[src/rtl/mux_scan_ctrl.sv]
// Scan controller for a dual 4:1 mux pair: steps the selects over four channels and captures 1Y/2Y into two nibbles.
// Build option: define MUX_SCAN_CONT_EN to restart the scan after each handshake so scanning runs continuously.
module mux_scan_ctrl #(
  parameter int SETTLE_CYC = 2
) (
  input  logic       i_clk,
  input  logic       i_rst,
  input  logic       i_start,
  input  logic       i_y1,
  input  logic       i_y2,
  input  logic       i_ready,
  output logic       o_sel_b,
  output logic       o_sel_a,
  output logic       o_g1_n,
  output logic       o_g2_n,
  output logic [3:0] o_word1,
  output logic [3:0] o_word2,
  output logic       o_valid,
  output logic       o_busy
);

  localparam logic [1:0] ST_IDLE = 2'd0;
  localparam logic [1:0] ST_SCAN = 2'd1;
  localparam logic [1:0] ST_DONE = 2'd2;

  localparam logic [3:0] CNT_LAST = 4'(SETTLE_CYC);

  logic [1:0] state, state_nxt;
  logic [1:0] ch, ch_nxt;
  logic [3:0] cnt, cnt_nxt;
  logic [3:0] cap1, cap1_nxt;
  logic [3:0] cap2, cap2_nxt;
  logic       load_word;

  always_comb begin
    // NOTE: every signal gets a default before the case so no path leaves it unassigned (no latch).
    state_nxt = state;
    ch_nxt    = ch;
    cnt_nxt   = cnt;
    cap1_nxt  = cap1;
    cap2_nxt  = cap2;
    load_word = 1'b0;
    case (state)
      ST_IDLE: begin
        if (i_start) begin
          state_nxt = ST_SCAN;
          ch_nxt    = 2'd0;
          cnt_nxt   = 4'd0;
        end
      end
      ST_SCAN: begin
        if (cnt == CNT_LAST) begin
          cap1_nxt[ch] = i_y1;
          cap2_nxt[ch] = i_y2;
          cnt_nxt      = 4'd0;
          // ch stays at 3 after the last slot; it is only cleared when a new scan begins.
          if (ch == 2'd3) begin
            state_nxt = ST_DONE;
            load_word = 1'b1;
          end else begin
            ch_nxt = ch + 2'd1;
          end
        end else begin
          cnt_nxt = cnt + 4'd1;
        end
      end
      ST_DONE: begin
        if (i_ready) begin
`ifdef MUX_SCAN_CONT_EN
          state_nxt = ST_SCAN;
          ch_nxt    = 2'd0;
          cnt_nxt   = 4'd0;
`else
          state_nxt = ST_IDLE;
`endif
        end
      end
      default: state_nxt = ST_IDLE;
    endcase
  end

  // Outputs are registered from the next-state values so they line up with the state they describe.
  always_ff @(posedge i_clk) begin
    // NOTE: sequential state uses non-blocking assignments; reset is synchronous, so it lives inside the clocked branch.
    if (i_rst) begin
      state   <= ST_IDLE;
      ch      <= 2'd0;
      cnt     <= 4'd0;
      cap1    <= 4'd0;
      cap2    <= 4'd0;
      o_sel_b <= 1'b0;
      o_sel_a <= 1'b0;
      o_g1_n  <= 1'b1;
      o_g2_n  <= 1'b1;
      o_word1 <= 4'd0;
      o_word2 <= 4'd0;
      o_valid <= 1'b0;
      o_busy  <= 1'b0;
    end else begin
      state   <= state_nxt;
      ch      <= ch_nxt;
      cnt     <= cnt_nxt;
      cap1    <= cap1_nxt;
      cap2    <= cap2_nxt;
      o_sel_b <= (state_nxt == ST_SCAN) ? ch_nxt[1] : 1'b0;
      o_sel_a <= (state_nxt == ST_SCAN) ? ch_nxt[0] : 1'b0;
      o_g1_n  <= (state_nxt != ST_SCAN);
      o_g2_n  <= (state_nxt != ST_SCAN);
      o_valid <= (state_nxt == ST_DONE);
      o_busy  <= (state_nxt == ST_SCAN);
      if (load_word) begin
        o_word1 <= cap1_nxt;
        o_word2 <= cap2_nxt;
      end
    end
  end

endmodule
[config.mk]
export PLATFORM = sky130hd
export DESIGN_NAME = mux_scan_ctrl
export DESIGN_NICKNAME = d
export VERILOG_FILES = /design/src/rtl/mux_scan_ctrl.sv
export SDC_FILE = /design/constraint.sdc
export NUM_CORES = 1
export LEC_CHECK = 0
export CAP_MARGIN = 0
export CORE_AREA = 2 2 62 64
export CTS_CLUSTER_SIZE = 8
export DETAILED_ROUTE_END_ITERATION = 8
export DIE_AREA = 0 0 64 66
export MAX_ROUTING_LAYER = met4
export PLACE_DENSITY = 0.59
export SYNTH_ARGS = -nofsm -noshare
export SYNTH_HDL_FRONTEND = slang
export SYNTH_SLANG_ARGS = --single-unit
[constraint.sdc]
create_clock -name i_clk -period 3.85 [get_ports i_clk]
set_clock_uncertainty 0.1 [all_clocks]
set_input_delay 0.77 -clock i_clk [delete_from_list [all_inputs] [get_ports i_clk]]
set_output_delay 0.77 -clock i_clk [all_outputs]
set_load 0.01 [all_outputs]
==> results.md <==
- Row cnt: 22
- R2r worst-path depth: 5
- Routed wl met3: 34 um
- CTS tree: done
- Max FO, Critical Path: 2
- Synth top cells by count: dfxtp_1 (27), a21oi_1 (13), nand2b_1 (11), nand4_1 (11)
- Crit Path Category: reg2out
- Area contributors post-synth: dfxtp_1 (44%), mux2i_1 (6.6%), nand2b_1 (5.7%)
- Worst Hold Margin: 0.380 ns
- Min cycle time layout: 2.10 ns
- Die span in y: around 66 um
- Setup bufs post-CTS: 0
- Largest net degree at the start of global routing: 25
- Leak: 0.000510 uW
- Inst Count DP: ~190
- Crit share post-route: 0.547
- Delay-heaviest family, CP: buffers and inverters
- Register area: between 500 and 600 um^2
- RSZ-0062 raised after global routing: false
- Starting density of the core: 0.343
- Vias/cell: ~5.0
- Syn_area_per_cell: slightly above 9 um^2
- Setup TNS: 0 ns
- Routed Antenna Nets: 0
- Die footprint: 4220 um^2
- Critical Path RT: 2.98 ns
- Worst hold path class: reg2reg
- Ratio of cells with drive above 1 in the final layout: 0.0621
- Max stage delay on crit path: 0.54 ns
- Power Density: around 310 nW/um^2
- R2r setup slk: 1.84 ns
- Crit path arrival time: 1.23 ns
- Setup crit end kind: output pin
- Startpoint types: flop
- Reg-to-Reg End: cap2[1]
- Reg clk slew, reported paths: 0.15 ns
- Number of flops mapped to enable cells by yosys: 0
- Global route total overflow: 0
- RR Startpoint: cnt[0]
- Synth Register Bits: 27
- Cell Area, Synth: 1220 um^2
- Core ar.: between 3000 and 4000 um^2
- Cell chain of the critical path: clkdlybuf4s50_1
- DRC Markers: 0
- GRT Total Usage: 0.131
- Synth top area share: 0.444
- VDD IR max: 108 uV
- Finished layout cell area: about 1400 um^2
- # hold bufs at CTS: 0
- Prevailing post-synth register cell: dfxtp_1
- Vias in the first global route: 887
- Area of the multi-input gates: 604 um^2
- Max-slew violation count: 0
- Crit. Startpoint: o_word2[0]
- First-pass GRT wire length: about 4.2 mm
- Syn_nets: 141
- F_max: 475 MHz
- Layout Utilization: 0.407
- Cell depth of the worst setup path: 1
- CP Capture Point: o_word2[0]
- Latest clock arrival within the worst-skew pair: 0.33 ns
- Max Buffers Root-to-Sink: 2
- Die width: 64 um
- Most common cell in the synthesized netlist: dfxtp_1
- Worst path slowest cell: clkdlybuf4s50_1
- Clock Sinks: 27
- Post-DP Area: 1420 um^2
- Cells after Synth: approximately 130
- Final setup viols: 0
- Wire length on met1: 1.30 mm
- Yosys warning total: 0
- I/O Buffers: 19
- Area leader, netlist: dfxtp_1
- Final Wtd Congestion: 0.808
- Final #Nets: 154
- Cts repair resizes: 0
- Post-Route WL: approximately 2.5 mm
- Non-Filler Instances: between 150 and 200
- WL met2: between 1 and 1.5 mm
- Area Growth Syn to Fin: 18.7%
- Worst-margin pin slew: 0.846 ns
- Slew headroom: 0.435
- Status: completed
- Post-DP HPWL: 1.81 mm
- Drt wl/cell: around 13 um
- DR top layer: met4
- IO Pins: 20
- First-pass iteration count of the detailed router: 4
- Fill count: 341
- Final hold violation count: 0
- Unique masters post-synth: 34
- H-tree Lvls: 1
- Max cap viols: 0
- Vias: 965
- Worst path buffer plus inverter count: 1
- Register area share after synthesis: 0.444
- Clk root buf: clkbuf_4
- Initial antenna violation count: 0
- Initial DRC count: 41
- Post-synth ARST share: 0
- ANT cells: 0
- CTS buffer count: 3
sequential cells by signal (all words and copies together) (netlist names):
signal and count:
cnt 4, o_word1 4, o_word2 4, cap1 3, cap2 3, ch 2, state 2, o_busy 1
o_g2_n 1, o_sel_a 1, o_sel_b 1, o_valid 1
cell usage in the layout, fill, tap and decap left out, types with 3 or more instances in the layout:
cell and count:
clkdlybuf4s50_1 19, a21oi_1 13, nand2b_1 11, nor2b_1 4, o31ai_1 8, dfxtp_1 27
nand4_1 11, nand3_1 4, mux2i_1 8, nor2_1 7, clkbuf_4 3, inv_1 3
kinds of logic after synthesis:
logic type	after synthesis	share of synthesized area
DFF	27	0.444
and+or+nand+nor	50	0.253
muxes	8	0.0658
AOI/OAI and AO/OA	29	0.150
buffers and inverters	16	0.0596
adders and majority gates	2	0.0206
xor gates and xnor gates	1	0.00720
report_power, final:
group | switching, uW | internal (uW)
logic | 16.7 | 17.6
registers | 4.55 | 283
clock network | 83.7 | 39.0
total | 105 | 340
per-stage QoR:
stage                     setup WS, ns  power [uW]
after floorplan                   2.11         314
after global routing              1.65         469
after detailed placement          1.42         328
after global placement            1.46         327
final                             1.75         445
after CTS                         1.72         451
worst min-delay path, stage by stage (launching register included):
cell,delay (ns)
dfxtp_1,0.34
o31ai_1,0.06
a21oi_1,0.05
worst min-delay path by stage:
stage                    start          to  slack (ns)  depth (start not counted)
floorplan              cap2[1]     cap2[1]        0.35                          2
global placement    o_word2[1]  o_word2[1]        0.36                          2
detailed placement  o_word2[2]  o_word2[2]        0.36                          2
CTS                 o_word2[2]  o_word2[2]        0.38                          2
global route        o_word2[1]  o_word2[1]        0.41                          2
finish              o_word2[2]  o_word2[2]        0.38                          2
area by class of cell:
class / instances / share of cell area
Multi-Input combinational cell: 90 / 0.418
Sequential cell: 27 / 0.374
Timing Repair Buffer: 20 / 0.137
Tap cell: 48 / 0.0416
Clock buffer: 3 / 0.0156
Inverter: 4 / 0.0104
Clock inverter: 1 / 0.00346
layer usage:
layer | GRT usage | up-vias
met5 | - | -
met4 | 0.0734 | 0
met3 | 0.0153 | 5
met2 | 0.194 | 10
met1 | 0.174 | 448
li1 | - | 502
Power figures use the tool's default switching activity.
